==> config.mk <==
export PLATFORM = sky130hd
export DESIGN_NAME = t05_bit_packer
export DESIGN_NICKNAME = d
export VERILOG_FILES = /design/src/rtl/t05_pack_pkg.sv /design/src/rtl/t05_byte_fifo.sv /design/src/rtl/t05_bit_packer.sv
export SDC_FILE = /design/constraint.sdc
export NUM_CORES = 1
export LEC_CHECK = 0
export ABC_AREA = 1
export ABC_CLOCK_PERIOD_IN_PS = 6300
export BUFFER_PORTS_ARGS = -buffer_cell sky130_fd_sc_hd__buf_4
export CORE_AREA = 10 10 84 86
export DETAILED_ROUTE_END_ITERATION = 12
export DIE_AREA = 0 0 94 96
export PLACE_DENSITY = 0.78
export SLEW_MARGIN = 40
export SYNTH_ARGS = -nofsm -noshare
export SYNTH_HDL_FRONTEND = slang
export SYNTH_SLANG_ARGS = --single-unit
==> constraint.sdc <==
create_clock -name clk -period 6.3 [get_ports clk]
set_input_delay 0.63 -clock clk [delete_from_list [all_inputs] [get_ports clk]]
set_output_delay 0.63 -clock clk [all_outputs]
set_load 0.02 [all_outputs]
==> src/rtl/t05_pack_pkg.sv <==
// Shared types and defaults for the t05 bit packer.
// The enum, default widths and the pad_bits width helper live here so the
// top level and any future users agree on them.
package t05_pack_pkg;

  typedef enum logic [1:0] {
    PACK  = 2'd0,
    FLUSH = 2'd1,
    DRAIN = 2'd2,
    DONE  = 2'd3
  } pack_state_t;

  localparam int DEF_WORD_W     = 8;
  localparam int DEF_FIFO_DEPTH = 4;

  // pad_bits must be able to represent 0..word_w inclusive
  function automatic int pad_width(input int word_w);
    return $clog2(word_w + 1);
  endfunction

endpackage

==> src/rtl/t05_byte_fifo.sv <==
// Small synchronous FIFO with a show-ahead head word.
// head is forced to zero while empty so the downstream bus never shows
// stale data. DEPTH must be a power of two so the pointers wrap for free.
module t05_byte_fifo #(
  parameter int WIDTH = 8,
  parameter int DEPTH = 4
) (
  input  logic             clk,
  input  logic             nrst,
  input  logic             clear,
  input  logic             push,
  input  logic [WIDTH-1:0] push_data,
  input  logic             pop,
  output logic [WIDTH-1:0] head,
  output logic             full,
  output logic             empty
);

  localparam int PTR_W = $clog2(DEPTH);

  logic [WIDTH-1:0] mem [DEPTH];
  logic [PTR_W-1:0] wr_ptr;
  logic [PTR_W-1:0] rd_ptr;
  logic [PTR_W:0]   count;
  logic             do_push;
  logic             do_pop;

  assign do_push = push && !full;
  assign do_pop  = pop && !empty;
  assign full    = (count == (PTR_W+1)'(DEPTH));
  assign empty   = (count == '0);
  assign head    = empty ? '0 : mem[rd_ptr];

  // Storage array is written only on an accepted push; contents need no reset
  always_ff @(posedge clk) begin
    if (do_push && !clear) begin
      mem[wr_ptr] <= push_data;
    end
  end

  // Pointer and occupancy bookkeeping, restartable by clear
  always_ff @(posedge clk or negedge nrst) begin
    if (!nrst) begin
      wr_ptr <= '0;
      rd_ptr <= '0;
      count  <= '0;
    end else if (clear) begin
      wr_ptr <= '0;
      rd_ptr <= '0;
      count  <= '0;
    end else begin
      if (do_push) begin
        wr_ptr <= wr_ptr + 1'b1;
      end
      if (do_pop) begin
        rd_ptr <= rd_ptr + 1'b1;
      end
      case ({do_push, do_pop})
        2'b10:   count <= count + 1'b1;
        2'b01:   count <= count - 1'b1;
        default: count <= count;
      endcase
    end
  end

endmodule

==> src/rtl/t05_bit_packer.sv <==
// Serial-to-word packer behind the Huffman translation stage.
// Bits arrive MSB-first, finished words queue in t05_byte_fifo, and on flush
// the last partial word is zero-padded with the pad count reported.
// Optional feature: define T05_PACKER_BYTECOUNT_EN to add the byte_count port.
module t05_bit_packer
  import t05_pack_pkg::*;
#(
  parameter int WORD_W     = DEF_WORD_W,
  parameter int FIFO_DEPTH = DEF_FIFO_DEPTH
) (
  input  logic                           clk,
  input  logic                           nrst,
  input  logic                           clear,
  input  logic                           bit_in,
  input  logic                           bit_valid,
  output logic                           bit_ready,
  input  logic                           flush,
  output logic [WORD_W-1:0]              out_data,
  output logic                           out_valid,
  input  logic                           out_ready,
  output logic [pad_width(WORD_W)-1:0]   pad_bits,
  output logic                           done
`ifdef T05_PACKER_BYTECOUNT_EN
  ,
  output logic [31:0]                    byte_count
`endif
);

  localparam int PAD_W = pad_width(WORD_W);
  localparam int IDX_W = (WORD_W > 1) ? $clog2(WORD_W) : 1;

  pack_state_t       state;
  logic [PAD_W-1:0]  cnt;
  logic [WORD_W-1:0] shift_reg;
  logic [WORD_W-1:0] shift_next;
  logic [IDX_W-1:0]  bit_idx;
  logic              fifo_full;
  logic              fifo_empty;
  logic              accept;
  logic              last_bit;
  logic              push;
  logic              pop;

  // Stalling only on the word-completing bit keeps throughput at one bit per
  // cycle; the stall depends on registered state only, never on out_ready.
  assign last_bit  = (cnt == PAD_W'(WORD_W - 1));
  assign bit_ready = (state == PACK) && (!last_bit || !fifo_full);
  assign accept    = bit_valid && bit_ready;
  assign bit_idx   = IDX_W'(WORD_W - 1) - IDX_W'(cnt);
  assign out_valid = !fifo_empty;
  assign pop       = out_valid && out_ready;

  // Word image including the bit being accepted this cycle
  always_comb begin
    shift_next = shift_reg;
    if (accept) begin
      shift_next[bit_idx] = bit_in;
    end
  end

  // FIFO push: a completed word while packing, or the padded tail in FLUSH
  always_comb begin
    push = 1'b0;
    if (!clear) begin
      case (state)
        PACK:    push = accept && last_bit;
        FLUSH:   push = (cnt != '0) && !fifo_full;
        default: push = 1'b0;
      endcase
    end
  end

  t05_byte_fifo #(
    .WIDTH (WORD_W),
    .DEPTH (FIFO_DEPTH)
  ) u_fifo (
    .clk       (clk),
    .nrst      (nrst),
    .clear     (clear),
    .push      (push),
    .push_data (shift_next),
    .pop       (pop),
    .head      (out_data),
    .full      (fifo_full),
    .empty     (fifo_empty)
  );

  // Packer FSM with shift register, bit counter and registered status outputs
  always_ff @(posedge clk or negedge nrst) begin
    if (!nrst) begin
      state     <= PACK;
      cnt       <= '0;
      shift_reg <= '0;
      pad_bits  <= '0;
      done      <= 1'b0;
    end else if (clear) begin
      state     <= PACK;
      cnt       <= '0;
      shift_reg <= '0;
      pad_bits  <= '0;
      done      <= 1'b0;
    end else begin
      case (state)
        PACK: begin
          if (accept) begin
            if (last_bit) begin
              cnt       <= '0;
              shift_reg <= '0;
            end else begin
              cnt       <= cnt + 1'b1;
              shift_reg <= shift_next;
            end
          end
          if (flush) begin
            state <= FLUSH;
          end
        end
        FLUSH: begin
          if (cnt == '0) begin
            pad_bits <= '0;
            state    <= DRAIN;
          end else if (!fifo_full) begin
            pad_bits  <= PAD_W'(WORD_W) - cnt;
            cnt       <= '0;
            shift_reg <= '0;
            state     <= DRAIN;
          end
        end
        DRAIN: begin
          if (fifo_empty) begin
            state <= DONE;
            done  <= 1'b1;
          end
        end
        DONE: begin
          done <= 1'b1;
        end
        default: begin
          state <= PACK;
        end
      endcase
    end
  end

`ifdef T05_PACKER_BYTECOUNT_EN
  // Count of every word pushed, padded tail included
  always_ff @(posedge clk or negedge nrst) begin
    if (!nrst) begin
      byte_count <= '0;
    end else if (clear) begin
      byte_count <= '0;
    end else if (push) begin
      byte_count <= byte_count + 32'd1;
    end
  end
`endif

endmodule

==> out/metrics.cfg, run 1 <==
[place]
place_congestion=0.810
dpl_cell_area_um2=3370
io_buffers=21
hpwl_um=4500
place_ws_ns=3.45

[setup_path]
r2r_slack_ns=3.64
cp-end-kind=register
arrival_ns=2.94
cp_cell_sequence=inv_1 > ha_1 > nand2_1 > inv_2 > nand2_1 > nand3_1 > nand2_1 > nand2_2 > nand2_2 > inv_1 > fa_1 > xor2_1 > nand4_1 > nand2_1 > nand2_1 > nand2_1
critical_path.slowest_cell=dfrtp_1
path_common_cell=nand2_1
reg2reg_from=cnt[0]
crit_fanout=11
slowest_delay_ns=0.53
startpoint_type=register
reg2regPathDepth=16
path_class=reg -> reg
startpoint=cnt[0]
cp_data_required_time_ns=6.58
timing.rr.end=u_fifo.count[2]

[global_route]
grtUsageTotal_pct=15.0
grt_pass1_vias=2360
grt_max_degree=27
grt_pass1_wl_um=10800
antenna_found_initial=0
overflow=0

[detailed_routing]
wl_met3_um=294
avgViaCountPerCell=5.24
firstDrtPassIters=4
wl_met1_um=2790
wl_met2_um=3120
num_vias=2332
highest_layer=met4
routed_wl_um=6280
drc=0
ant_nets=0
drt-wirelength-per-cell_um=14.1
drtIter0Drc=129

[power_and_ir_drop]
p_comb_share_pct=45.1
p_int_uw=971
power.share.clock_pct=21.9
seq_power_share_pct=32.9
p_sw_uw=734
power.total_mw=1.71
switching_share_pct=43.1
power_density_nw_per_um2=476
leakage_nw=1.65
ir_worst_vdd_uv=300

[cts]
cts_tree=built
path_clk_slew_ns=0.07
cts.sinks=58
cts_hold_buf=0
clock_path_buffers=2
cts_resized=0
clockRootBuffer=clkbuf_8
htreeDepth=3
clk_latency_ns=0.34
cts_buffers=9
postCtsSetupBuffers=0

[cells_and_area]
diodes=0
final_area_um2=3580
fillCellCount=455
seqCellArea_um2=1610
multi_input_area_um2=1300
largest_reg_flops=32
syn2layout_area_growth_pct=12.4
final_layout_size_suffix_gt1_share_pct=23.6
nets=385

[sta]
worst_pin_slew_ns=0.837
period_share_pct=42.3
fin_crit_ns=2.66
maxSlewViolCount=0
whs_ns=0.193
hold_violations=0
finalSetupTns_ns=0
max_slew_margin_pct=44.1
max_freq_mhz=376
skew_ns=0.00610
rsz0062_at_grt=no
finalSetupViolCount=0
worst_slack_ns=3.64

[synth]
syn-cell-area_um2=3190
ys_warn_count=0
yosys.area.top_type_share_pct=30.1
synthesis.nets=364
ys_seq_area_share_pct=50.5
synth_area_leader_cell=edfxtp_1
syn_area_per_cell_um2=9.19
ys_types=36
synth_cells=347
synth-seq-cells=58
synthTopCellsByArea=edfxtp_1 (30%), dfrtp_1 (20%), nor2_1 (6.4%), inv_1 (5.5%), nand2_1 (5.4%)

[worst_hold_path]
hold_path_class=in -> async

[floorplan]
dieWidth_um=94
io_pins=22
rows=27
core_um2=5410
die_h_um=96
die_area_um2=9020
start_util_pct=59.0

[run]
max-cap-violations=0

[run_status]
status=completed

-- logic make-up (layout without fill, tap and decap cells) --
family | after synthesis | after routing | share of synthesized area (%)
simple gates | 142 | 142 | 22.1
fa+ha+maj | 10 | 10 | 4.16
buf+inv | 67 | 93 | 8.79
flops | 58 | 58 | 50.5
xor+xnor | 3 | 3 | 0.824
compound gates | 67 | 67 | 13.6
-- worst max-delay path: cells and delay by family, from the launching register on --
family	cells	cell delay (ns)
and+or+nand+nor	10	0.99
DFF	1	0.53
adders and majority gates	2	0.61
buffers and inverters	3	0.28
xor gates and xnor gates	1	0.20
-- synth_stat cells --
master	count
and2_1	1
edfxtp_1	32
xor2_1	3
nand4_1	3
clkbuf_1	2
nor2_1	54
dfrtp_1	26
a21oi_4	2
a21oi_1	10
nand2_2	5
fa_1	1
o31ai_1	1
nor4_1	1
a21oi_2	2
buf_1	1
nor3_4	1
nand2_1	46
clkinv_1	1
o21ai_1	3
nor2_4	1
a21boi_0	1
inv_1	47
ha_1	9
nand2_4	3
inv_2	8
nor3b_1	1
buf_6	1
buf_2	5
nand3_1	13
nand3_4	1
buf_4	1
nor3_1	1
o21ai_0	31
buf_8	1
nand3_2	11
o21ai_2	17
-- metal layers --
metal | up-vias | GRT usage (%)
li1 | 1173 | -
met1 | 1105 | 17.9
met2 | 47 | 25.1
met3 | 7 | 4.12
met4 | 0 | 6.46
met5 | - | 0
-- final cells by class --
class                      count  area share, %
timing repair buffer          21           4.40
inverter                      56           5.86
multi-input combinational    222           36.2
tap                           72           2.51
clock inverter                 7           2.62
clock buffer                   9           3.46
sequential                    58           45.0
-- placed cells by master, fill, tap and decap left out, types with 10 or more instances in the layout --
| master | synthesis | final |
|---|---|---|
| nor2_1 | 54 | 54 |
| inv_1 | 47 | 47 |
| nand2_1 | 46 | 46 |
| edfxtp_1 | 32 | 32 |
| o21ai_0 | 31 | 31 |
| dfrtp_1 | 26 | 26 |
| buf_4 | 1 | 21 |
| o21ai_2 | 17 | 17 |
| nand3_1 | 13 | 13 |
| nand3_2 | 11 | 11 |
| a21oi_1 | 10 | 10 |
-- through the flow --
| stage | instances | util (%) |
|---|---|---|
| after global placement | 429 | 62.3 |
| after global routing | 445 | 66.3 |
| after detailed placement | 429 | 62.3 |
| after CTS | 445 | 66.3 |
| final | 445 | 66.3 |
| after floorplan | 347 | - |
-- how the worst max path moves through the flow --
stage | cells after the start | slack, ns | endpoint
after global placement | 11 | 3.54 | u_fifo.count[2]
after CTS | 17 | 3.64 | u_fifo.count[2]
after detailed placement | 12 | 3.45 | u_fifo.count[2]
after floorplan | 18 | 3.99 | u_fifo.count[2]
final | 16 | 3.64 | u_fifo.count[2]
after global routing | 16 | 3.35 | u_fifo.count[2]
-- power groups by stage --
stage / Sequential [mW] / Combinational, mW / Clock [mW]
2_1_floorplan: 0.552 / 0.601 / 0
3_3_place_gp: 0.565 / 0.756 / 0
3_5_place_dp: 0.569 / 0.774 / 0
4_1_cts: 0.561 / 0.780 / 0.379
5_1_grt: 0.570 / 0.868 / 0.402
6_report: 0.562 / 0.770 / 0.374
Power figures use the tool's default switching activity.
==> inputs of run 2 (changes only) <==
--- a/config.mk
+++ b/config.mk
@@ -5,8 +5,8 @@
 export SDC_FILE = /design/constraint.sdc
 export NUM_CORES = 1
 export LEC_CHECK = 0
-export ABC_AREA = 1
-export ABC_CLOCK_PERIOD_IN_PS = 6300
+export ABC_AREA = 0
+export ABC_CLOCK_PERIOD_IN_PS = 2600
 export BUFFER_PORTS_ARGS = -buffer_cell sky130_fd_sc_hd__buf_4
 export CORE_AREA = 10 10 84 86
 export DETAILED_ROUTE_END_ITERATION = 12
==> constraint.sdc (replaced) <==
create_clock -name clk -period 2.6 [get_ports clk]
set_input_delay 0.26 -clock clk [delete_from_list [all_inputs] [get_ports clk]]
set_output_delay 0.26 -clock clk [all_outputs]
set_load 0.02 [all_outputs]
==> out/metrics.cfg, run 2 <==
[setup_path]
startpoint=cnt[0]
arrival_ns=2.68
crit_fanout=11
cp-end-kind=register
cp.buffers_inverters=0
crit_family=adder cells
path_common_cell=o32ai_2
startpoint_type=register
critical_path.slowest_cell=dfrtp_1
reg2reg_from=cnt[0]
cp_cell_sequence=ha_1 > or2b_2 > o32ai_2 > a21oi_1 > fa_1 > and2_1 > mux2i_1 > o32ai_2
path_class=reg -> reg
cp_data_required_time_ns=2.82
slowest_delay_ns=0.54

[cts]
clockRootBuffer=clkbuf_8
cts.sinks=58
clock_path_buffers=2
clk_latency_ns=0.34
cts_tree=built
path_clk_slew_ns=0.07
postCtsSetupBuffers=0
htreeDepth=3
cts_buffers=9

[floorplan]
io_pins=22
start_util_pct=59.1
dieWidth_um=94
die_h_um=96
die_area_um2=9020
core_um2=5410
rows=27

[sta]
finalSetupTns_ns=0
worst_pin_slew_ns=0.585
skew_ns=0.00870
period_share_pct=94.6
max_slew_margin_pct=61.0
finalSetupViolCount=0
maxSlewViolCount=0
rsz0062_at_grt=no
hold_violations=0
fin_crit_ns=2.46
max_freq_mhz=407

[detailed_routing]
avgViaCountPerCell=5.99
drt-wirelength-per-cell_um=17.0
routed_wl_um=6240
firstDrtPassIters=4
drtIter0Drc=132
num_vias=2204
drc=0
ant_nets=0

[run_status]
status=completed

[synth]
ys_types=62
async_flop_share_pct=44.8
synth_common_cells=edfxtp_1 (32), dfrtp_1 (26), nand2_1 (21), inv_1 (17), nand3_1 (12)
synth_edf_count=32
yosys.area.top_type_share_pct=30.1
synthesis.nets=281
ys_warn_count=0
synth-seq-cells=58
ys.flop_type=edfxtp_1
synth_cells=264
synthTopCellsByArea=edfxtp_1 (30%), dfrtp_1 (20%), mux4_2 (5.6%), ha_1 (3.5%), nand2_1 (2.5%)
ys_seq_area_share_pct=50.5
synth_area_leader_cell=edfxtp_1
syn-cell-area_um2=3190
syn_area_per_cell_um2=12.1
synth.most_common_cell=edfxtp_1

[cells_and_area]
syn2layout_area_growth_pct=13.1
seqCellArea_um2=1610
diodes=0
nets=308
fillCellCount=411
final_layout_size_suffix_gt1_share_pct=25.7
largest_reg_flops=32
multi_input_area_um2=1420
layout_common_cells=edfxtp_1 (32), buf_4 (31), dfrtp_1 (26)
layout_commonest_cell=edfxtp_1

[global_route]
grt_pass1_vias=2189
grt_max_degree=27
antenna_found_initial=0
overflow=0
grtUsageTotal_pct=14.9
grt_pass1_wl_um=10700

[power_and_ir_drop]
power_density_nw_per_um2=850
ir_worst_vdd_uv=573
leakage_nw=1.40
power.total_mw=3.07

[place]
place_congestion=0.874
hpwl_um=4370
io_buffers=21

[run]
max-cap-violations=0

[worst_hold_path]
hp-start=clear
hold_path_class=in -> reg

==> run 2: changes by cell type after synthesis, moves of 10 or more <==
cell	delta
o21ai_0	-24
nor2_1	-46
nand2_1	-25
inv_1	-30
o21ai_2	-16
nand3_2	-10
==> run 2: layout make-up <==
| cell class | count | area share [%] |
|---|---|---|
| repair buffers | 32 | 6.72 |
| inverters | 17 | 1.77 |
| flip-flops and latches | 58 | 44.6 |
| clock inverters | 6 | 1.59 |
| clock buffers | 10 | 3.53 |
| well taps | 72 | 2.49 |
| multi-input cells | 173 | 39.3 |
==> run 2: power breakdown <==
part	internal (mW)	switching [mW]	leakage (nW)	total [mW]
logic	0.489	0.638	0.655	1.13
clock network	0.434	0.363	0.0874	0.797
registers	1.03	0.112	0.655	1.15
==> run 2: timing repair <==
| item | in CTS | in global routing |
|---|---|---|
| endpoints found under the hold margin | 26 | 0 |
| hold buffers | 1 | 0 |
| setup endpoints to repair | 0 | 1 |
| gates resized for setup | 0 | 1 |
==> run 2: worst register-to-register path, delay by kind of cell (launching register included) <==
| kind | cells | cell delay [ns] |
|---|---|---|
| compound gates | 3 | 0.50 |
| fa+ha+maj | 2 | 0.65 |
| flops | 1 | 0.54 |
| mux | 1 | 0.16 |
| simple gates | 2 | 0.51 |
==> run 2: logic make-up (layout without fill, tap and decap cells) <==
family,after synthesis,count (layout),share of synthesized area [%]
AOI/OAI and AO/OA,54,54,14.4
xor gates and xnor gates,4,4,1.10
adders and majority gates,10,10,4.16
buffers and inverters,33,65,5.29
DFF,58,58,50.5
muxes,17,17,8.66
and+or+nand+nor,88,88,15.9
==> run 2: path summary, 6_finish.rpt <==
path	end	slack [ns]	cells past startpoint
max	u_fifo.count[2]	0.14	8
min	u_fifo.wr_ptr[1]	0.22	2
max reg2reg	u_fifo.count[2]	0.14	8
min reg2reg	done	0.51	2
max in group asynchronous	shift_reg[6]	1.97	2
min in group asynchronous	done	0.36	2
==> run 2: metal layers <==
layer	vias to the layer above	part of all wire, %	GRT usage [%]
li1	1049	-	-
met1	1097	45	17.9
met2	50	49	24.2
met3	8	4.4	4.44
met4	0	1.4	7.09
met5	-	0	0
==> run 2: per-stage QoR <==
step                      std cells  util [%]  instance area (µm²)  hold slack (ns)  setup WS [ns]
after floorplan                 264         -                 3190          -0.0356         0.0517
after global placement          351      63.1                 3410            0.193          0.208
after detailed placement        351      63.1                 3410            0.197          0.144
after CTS                       368      66.7                 3600            0.211          0.140
after global routing            368      66.8                 3610            0.241         0.0106
final                           368      66.8                 3610            0.218          0.141
==> inputs of run 3 (changes only) <==
--- a/config.mk
+++ b/config.mk
@@ -8,10 +8,10 @@
 export ABC_AREA = 0
 export ABC_CLOCK_PERIOD_IN_PS = 2600
 export BUFFER_PORTS_ARGS = -buffer_cell sky130_fd_sc_hd__buf_4
-export CORE_AREA = 10 10 84 86
+export CORE_AREA = 10 10 63 117
 export DETAILED_ROUTE_END_ITERATION = 12
-export DIE_AREA = 0 0 94 96
-export PLACE_DENSITY = 0.78
+export DIE_AREA = 0 0 73 127
+export PLACE_DENSITY = 0.77
 export SLEW_MARGIN = 40
 export SYNTH_ARGS = -nofsm -noshare
 export SYNTH_HDL_FRONTEND = slang
==> out/metrics.cfg, run 3 (synthesis results as in run 2) <==
[setup_path]
cp-end-kind=register
arrival_ns=2.64
cp.buffers_inverters=1
cp_cell_sequence=inv_1 > ha_1 > nor3b_4 > o32ai_2 > a21oi_1 > fa_1 > and3_1 > nand3_1 > nand4_1
crit_fanout=6
cp_data_required_time_ns=2.80
startpoint_type=register
crit_family=adder cells
path_class=reg -> reg
slowest_delay_ns=0.45
critical_path.slowest_cell=fa_1

[cts]
htreeDepth=3
clockRootBuffer=clkbuf_16
postCtsSetupBuffers=0
clk_latency_ns=0.33
cts.sinks=58
path_clk_slew_ns=0.05
cts_buffers=9
clock_path_buffers=2
cts_tree=built

[run_status]
status=completed

[floorplan]
die_area_um2=9270
core_um2=5560
die_h_um=127
io_pins=22
dieWidth_um=73
start_util_pct=57.4
rows=39

[cells_and_area]
largest_reg_flops=32
layout_commonest_cell=edfxtp_1
final_area_um2=3710
multi_input_area_um2=1420
layout_common_cells=edfxtp_1 (32), buf_4 (30), dfrtp_1 (26)
final_layout_size_suffix_gt1_share_pct=25.1
diodes=0
stdcell_count=356
fillCellCount=426
nets=307
seqCellArea_um2=1610
syn2layout_area_growth_pct=16.2

[sta]
finalSetupViolCount=0
rsz0062_at_grt=yes
max_slew_margin_pct=61.6
period_share_pct=94.0
fin_crit_ns=2.44
maxSlewViolCount=0
finalSetupTns_ns=0
max_freq_mhz=409
hold_violations=0
skew_ns=0.00584
worst_pin_slew_ns=0.576

[place]
dpl_cell_area_um2=3390
hpwl_um=4680
dp.cells=339
io_buffers=21
place_congestion=0.897

[global_route]
overflow=0
grt_pass1_wl_um=11400
antenna_found_initial=0
grtUsageTotal_pct=15.5
grt_max_degree=27
grt_pass1_vias=2309

[detailed_routing]
firstDrtPassIters=4
num_vias=2198
drtIter0Drc=155
drt-wirelength-per-cell_um=18.9
drc=0
routed_wl_um=6730
avgViaCountPerCell=6.17
ant_nets=0

[power_and_ir_drop]
leakage_nw=1.45
power_density_nw_per_um2=943
ir_worst_vdd_uv=935

[worst_hold_path]
hold_path_class=in -> reg

[run]
max-cap-violations=0

==> run 3: worst reg2reg max path, cell delays in order, from the launching register on <==
cell and delay, ns:
dfrtp_1 0.42, inv_1 0.16, ha_1 0.25, nor3b_4 0.35, o32ai_2 0.16, a21oi_1 0.20, fa_1 0.45, and3_1 0.15
nand3_1 0.08, nand4_1 0.09
==> run 3: where the power goes <==
group / switching, mW / internal [mW] / total, mW
Combinational: 0.661 / 0.485 / 1.15
Sequential: 0.104 / 1.04 / 1.14
Clock: 0.377 / 0.836 / 1.21
==> run 3: cell type report <==
class | count | share of cell area [%]
flip-flops and latches | 58 | 43.4
multi-input cells | 173 | 38.2
clock buffers | 13 | 6.48
repair buffers | 31 | 6.34
well taps | 61 | 2.06
clock inverters | 3 | 1.75
inverters | 17 | 1.72
==> run 3: final timing paths <==
check | start | to | slack, ns | cells after the start
max in group asynchronous | nrst | cnt[2] | 1.93 | 2
worst max register to register | cnt[0] | u_fifo.count[1] | 0.16 | 9
worst min-delay path | out_ready | u_fifo.count[0] | 0.24 | 3
worst max-delay path | cnt[0] | u_fifo.count[1] | 0.16 | 9
worst min register to register | done | done | 0.50 | 2
min in group asynchronous | nrst | shift_reg[6] | 0.39 | 2
==> run 3: per-layer routing <==
metal  wire length [µm]  global-route usage [%]  vias up
li1                   -                       -     1045
met1               2720                    17.8     1092
met2               3620                    25.3       49
met3                238                    4.03       12
met4                151                    8.09        0
met5                  0                       0        -
==> run 3: what timing repair did <==
item | 4_1_cts | 5_1_grt
hold endpoints to repair | 26 | 0
setup endpoints to repair | 0 | 2
gates resized for setup | 0 | 1
hold buffers | 1 | 0
==> run 3: per-stage QoR <==
step           util, %  setup WS [ns]  hold slack (ns)  total power, mW
2_1_floorplan        -         0.0517          -0.0356             1.96
3_3_place_gp      60.9          0.222            0.201             2.26
3_5_place_dp      60.9          0.102            0.201             2.30
4_1_cts           66.6         0.0829            0.236             3.53
5_1_grt           66.7        -0.0225            0.254             3.69
6_report          66.7          0.156            0.244             3.50
